File: config.mk
export PLATFORM = sky130hd
export DESIGN_NAME = gray_counter
export DESIGN_NICKNAME = d
export VERILOG_FILES = /design/src/rtl/gray_pkg.sv /design/src/rtl/bin2gray.sv /design/src/rtl/gray_counter.sv
export SDC_FILE = /design/constraint.sdc
export NUM_CORES = 1
export LEC_CHECK = 0
export ABC_AREA = 1
export CORE_AREA = 2 2 39 41
export CTS_CLUSTER_DIAMETER = 50
export DETAILED_ROUTE_END_ITERATION = 16
export DIE_AREA = 0 0 41 43
export PLACE_DENSITY = 0.8
export RECOVER_POWER = 25
export SLEW_MARGIN = 10
export SYNTH_ARGS = -nofsm -noshare
export SYNTH_HDL_FRONTEND = slang
export SYNTH_SLANG_ARGS = --single-unit
File: constraint.sdc
create_clock -name clk -period 2.1 [get_ports clk]
set_input_delay 0.63 -clock clk [delete_from_list [all_inputs] [get_ports clk]]
set_output_delay 0.63 -clock clk [all_outputs]
set_load 0.02 [all_outputs]
File: src/rtl/gray_pkg.sv
// Shared constants for the Gray-code counter block.
// Latency: n/a (constants only).
// Backpressure: n/a.
package gray_pkg;

    // Default counter / code width in bits.
    localparam int GRAY_WIDTH_DEFAULT = 4;

    // Values carried on the direction input.
    localparam logic DIR_UP   = 1'b1;
    localparam logic DIR_DOWN = 1'b0;

endpackage : gray_pkg

File: src/rtl/bin2gray.sv
// Combinational binary-to-Gray converter, WIDTH bits.
// Latency: 0 cycles (purely combinational).
// Backpressure: none; output follows input.
module bin2gray #(
    parameter int WIDTH = gray_pkg::GRAY_WIDTH_DEFAULT
) (
    input  logic [WIDTH-1:0] bin_i,
    output logic [WIDTH-1:0] gray_o
);

    // Adjacent binary values map to codes that differ in a single bit.
    assign gray_o = bin_i ^ (bin_i >> 1);

endmodule : bin2gray

File: src/rtl/gray_counter.sv
// Up/down binary counter with registered Gray-code output, load, and valid/ready handshake.
// Latency: 1 cycle from step/load to new gray; wrap pulses for the cycle after a wrapping step.
// Backpressure: out_valid=1 with out_ready=0 freezes the count (en ignored); load overrides it.
// Optional: define GRAY_COUNTER_PARITY_EN to add a registered even-parity output of the count.
module gray_counter
    import gray_pkg::*;
#(
    parameter int WIDTH = GRAY_WIDTH_DEFAULT
) (
    input  logic             clk,
    input  logic             rst,
    input  logic             en,
    input  logic             up,
    input  logic             load,
    input  logic [WIDTH-1:0] load_bin,
    input  logic             out_ready,
    output logic [WIDTH-1:0] gray,
    output logic             out_valid,
`ifdef GRAY_COUNTER_PARITY_EN
    output logic             parity,
`endif
    output logic             wrap
);

    logic [WIDTH-1:0] cnt_q, cnt_d;
    logic [WIDTH-1:0] gray_q, gray_d;
    logic             out_valid_q, out_valid_d;
    logic             wrap_q, wrap_d;
    logic             step;

    // A step may proceed only when no code is pending or the pending one is taken now.
    assign step = en & ~load & (~out_valid_q | out_ready);

    // Next count, valid and wrap; load wins over a step and ignores backpressure.
    always_comb begin
        cnt_d       = cnt_q;
        out_valid_d = out_valid_q & ~out_ready;
        wrap_d      = 1'b0;
        if (load) begin
            cnt_d       = load_bin;
            out_valid_d = 1'b1;
        end else if (step) begin
            out_valid_d = 1'b1;
            if (up == DIR_UP) begin
                cnt_d  = cnt_q + WIDTH'(1);
                wrap_d = &cnt_q;
            end else begin
                cnt_d  = cnt_q - WIDTH'(1);
                wrap_d = (cnt_q == '0);
            end
        end
    end

    // Gray register input is converted from the next count so code and count move together.
    bin2gray #(
        .WIDTH (WIDTH)
    ) u_bin2gray (
        .bin_i  (cnt_d),
        .gray_o (gray_d)
    );

    // State registers; reset clears everything and discards any pending code.
    always_ff @(posedge clk) begin
        if (rst) begin
            cnt_q       <= '0;
            gray_q      <= '0;
            out_valid_q <= 1'b0;
            wrap_q      <= 1'b0;
        end else begin
            cnt_q       <= cnt_d;
            gray_q      <= gray_d;
            out_valid_q <= out_valid_d;
            wrap_q      <= wrap_d;
        end
    end

`ifdef GRAY_COUNTER_PARITY_EN
    logic parity_q;

    // Even parity of the binary count, registered alongside the Gray code.
    always_ff @(posedge clk) begin
        if (rst) begin
            parity_q <= 1'b0;
        end else begin
            parity_q <= ^cnt_d;
        end
    end

    assign parity = parity_q;
`endif

    assign gray      = gray_q;
    assign out_valid = out_valid_q;
    assign wrap      = wrap_q;

endmodule : gray_counter

==> parameters.txt <==
Parameter                              Value

Status
  Outcome    completed

Clocking
  CTS HTree Levels    1
  CTS clk-pin slew, worst paths    0.06 ns
  Number of post-CTS setup repair buffers    0
  CTS sink count    9
  Worst-case clock buffer depth    2
  Total clock buffers created by CTS    3
  Clock insertion delay at the later pin of the skew report    0.26 ns
  Root buffer selected by CTS    sky130_fd_sc_hd__clkbuf_4
  TritonCTS clock tree    built

Layout
  Fill cells    141
  Commonest non-fill, non-tap cell in the layout    sky130_fd_sc_hd__nand2_1
  Number of inserted diodes    0
  Most frequent cells in the layout    sky130_fd_sc_hd__nand2_1, sky130_fd_sc_hd__clkdlybuf4s50_1, sky130_fd_sc_hd__inv_1, sky130_fd_sc_hd__dfxtp_1, sky130_fd_sc_hd__nor2_1
  Multi-input gate area in the final layout    359 um^2
  Final cell count without fillers    118
  # nets final    116
  Area used by sequential logic in the layout    180 um^2
  Share of layout cells above drive strength 1    0.216
  Area growth syn-to-layout    39.1%

Placement
  Count of placed standard cells including taps    114
  RD Place Congestion    0.762
  Port-buffer cells    15
  Worst slack after detailed placement    -0.314 ns
  Half-perimeter wire length of the detailed placement result    1020 um

Floorplan
  Die height    43 um
  Width of the chip    41 um
  Number of ports placed on the die boundary    16
  Area enclosed by the die boundary    1760 um^2
  Area of the core region    1380 um^2
  Core Rows    14
  Starting Density    0.419

Critical path
  R2r startpoint    cnt_q[1]
  Worst Setup Path Type    input pin to register
  Terminus of the critical flop-to-flop path    gray[0]
  Critical Path AT    2.07 ns
  Reg2reg path depth    7
  Req. time, crit path    2.30 ns
  Critical Path End Type    register
  Register-to-Register Setup Slack    0.57 ns
  Nature of the critical path startpoint    input pin
  Worst Path Max Fanout    4

Synthesis
  Post-synthesis sequential element count    9
  Post-Synth Simple-Gate Area    0.430
  Yosys warns    0
  Combinational family with the most area after synthesis    simple AND/OR/NAND/NOR gates
  Count of cell types in the netlist    24
  Sequential fraction of the synthesis area    0.311
  Average cell area after synthesis    7.15 um^2
  Xor/xnor share of the synthesized area    0.0151
  Post-synth net total    94
  Mux share of post-synthesis cell area    0
  Synthesized instance count    81
  Post-synthesis compound-gate area fraction    0.0756
  Cell Area, Synth    579 um^2
  Synth Area in Adders    0.0778

STA
  Maximum clock frequency    0.536 GHz
  Max-Slew Margin vs Limit    0.826
  Minimum setup slack in the final design    0.234 ns
  Fin. Hold Viols    0
  Final number of setup-violating endpoints    0
  Count of final max-slew check failures    0
  Final period utilization    0.889
  Worst-case clock skew    0.00171 ns
  Total negative setup slack    0 ns
  Worst Max-Slew Pin Slew    0.260 ns
  Setup repair after global routing missed its margin    false
  Post-layout min period    1.87 ns

Pwr
  Net Sw Power    0.000153 W
  Share of power burned in registers    0.406
  Part of the power in the clock network    0.268
  VDD IR max    383 uV
  Power density relative to cell area    606 nW/um^2
  Cell internal pwr    0.000336 W
  Sw Share    0.313
  Logic pwr share    0.326
  Static leakage    0.388 nW

Routing
  Total number of vias    544
  Final wirelength    1200 um
  Routed length per instance    10.2 um
  Vias/cell    4.61
  Number of DRC markers after the initial detailed-route iteration    13
  Number of nets still failing antenna checks after routing    0
  Final routed DRC violation total    0
  Number of iterations in the first detailed-routing pass    3

Global route
  Pin count of the biggest net entering global routing    7
  Via count of the first global-routing pass    520
  Initial antenna violation count    0
  Total global routing overflow    0
  Global-route wire length before repair    2150 um
  Global-route usage over all layers    0.181

Hold path
  Worst Hold Depth    2
  Worst hold path class    register to register
  Start point of the worst hold path    cnt_q[1]
  Worst Hold Endpoint    wrap

Job
  Number of max-cap violations    0
metal layers:
layer  GRT usage  wire (um)  part of all wire  up-vias
met5           0          0                 0        -
met4      0.0200          0                 0        0
met3      0.0942         66             0.055        0
met2       0.294        641              0.53       12
met1       0.211        494              0.41      239
li1            -          -                 -      293
critical path: stages:
cell	delay (ns)
sky130_fd_sc_hd__dlygate4sd3_1	0.65
sky130_fd_sc_hd__clkinv_1	0.10
sky130_fd_sc_hd__nand2_1	0.06
sky130_fd_sc_hd__nand2_1	0.11
sky130_fd_sc_hd__nand3_1	0.10
sky130_fd_sc_hd__nand3_2	0.07
sky130_fd_sc_hd__nor2_1	0.17
sky130_fd_sc_hd__nand3_1	0.10
sky130_fd_sc_hd__nand2_1	0.07
stage by stage:
step / instance area [um^2] / utilization / hold WS, ns / power, W
after global routing: 806 / 0.582 / 0.748 / 0.000525
after floorplan: 579 / - / 0.570 / 0.000296
after global placement: 764 / 0.552 / 0.606 / 0.000354
after detailed placement: 764 / 0.552 / 0.622 / 0.000359
final: 806 / 0.582 / 0.648 / 0.000488
after CTS: 793 / 0.573 / 0.639 / 0.000494
cell type report:
| type | count | area share |
|---|---|---|
| Tap cell | 16 | 0.0248 |
| Sequential cell | 9 | 0.224 |
| Clock buffer | 4 | 0.0326 |
| Timing Repair Buffer | 18 | 0.217 |
| Multi-Input combinational cell | 59 | 0.446 |
| Inverter | 12 | 0.0559 |
synth_stat cells:
master                     n  share of area
sky130_fd_sc_hd__o21ai_0   1         0.0086
sky130_fd_sc_hd__buf_4     1          0.013
sky130_fd_sc_hd__or2_2     2          0.022
sky130_fd_sc_hd__nand2_1  24           0.16
sky130_fd_sc_hd__nor2_1    5          0.032
sky130_fd_sc_hd__a21oi_1   2          0.017
sky130_fd_sc_hd__or2_0     1          0.011
sky130_fd_sc_hd__nor2_8    1          0.035
sky130_fd_sc_hd__fa_1      1          0.035
sky130_fd_sc_hd__nor2_4    1          0.019
sky130_fd_sc_hd__inv_2     2          0.013
sky130_fd_sc_hd__nand3_1   4          0.035
sky130_fd_sc_hd__dfxtp_1   9           0.31
sky130_fd_sc_hd__xnor2_1   1          0.015
sky130_fd_sc_hd__inv_1    10          0.065
sky130_fd_sc_hd__a21oi_4   1          0.028
sky130_fd_sc_hd__nor2_2    3          0.032
sky130_fd_sc_hd__nor4_1    1          0.011
sky130_fd_sc_hd__nor3_1    2          0.017
sky130_fd_sc_hd__nand2_2   4          0.043
sky130_fd_sc_hd__o31ai_1   1          0.013
sky130_fd_sc_hd__o21ai_1   1         0.0086
sky130_fd_sc_hd__nand3_2   1          0.017
sky130_fd_sc_hd__ha_1      2          0.043
what timing repair did:
| action | CTS | global route |
|---|---|---|
| endpoints found under the setup margin | 1 | 2 |
| hold buffers | 0 | 0 |
| resized for setup | 2 | 2 |
power groups by stage:
stage	sequential, W	clock, W	combinational (W)
2_1_floorplan	0.000211	0	0.0000850
3_3_place_gp	0.000200	0	0.000154
3_5_place_dp	0.000202	0	0.000158
4_1_cts	0.000198	0.000136	0.000160
5_1_grt	0.000201	0.000147	0.000177
6_report	0.000198	0.000131	0.000159
registers in the layout, indices dropped and copies added, names as in the netlist:
| signal | cells |
|---|---|
| gray | 3 |
| cnt_q | 4 |
| out_valid | 1 |
| wrap | 1 |
how the worst max path moves through the flow:
stage          startpoint  endpoint  slack, ns  cells past startpoint
5_1_grt         out_ready   gray[2]       0.14                      9
3_5_place_dp           up   gray[2]      -0.31                     12
2_1_floorplan          up   gray[2]       0.30                     11
4_1_cts                up   gray[2]      0.001                     12
6_report        out_ready   gray[2]       0.23                      9
3_3_place_gp           up   gray[2]      -0.25                     12
cells by family after synthesis:
group                      after synthesis
xor gates and xnor gates                 1
adders and majority gates                3
DFF                                      9
AOI/OAI and AO/OA                        6
buffers and inverters                   13
and+or+nand+nor                         49
Power figures use the tool's default switching activity.
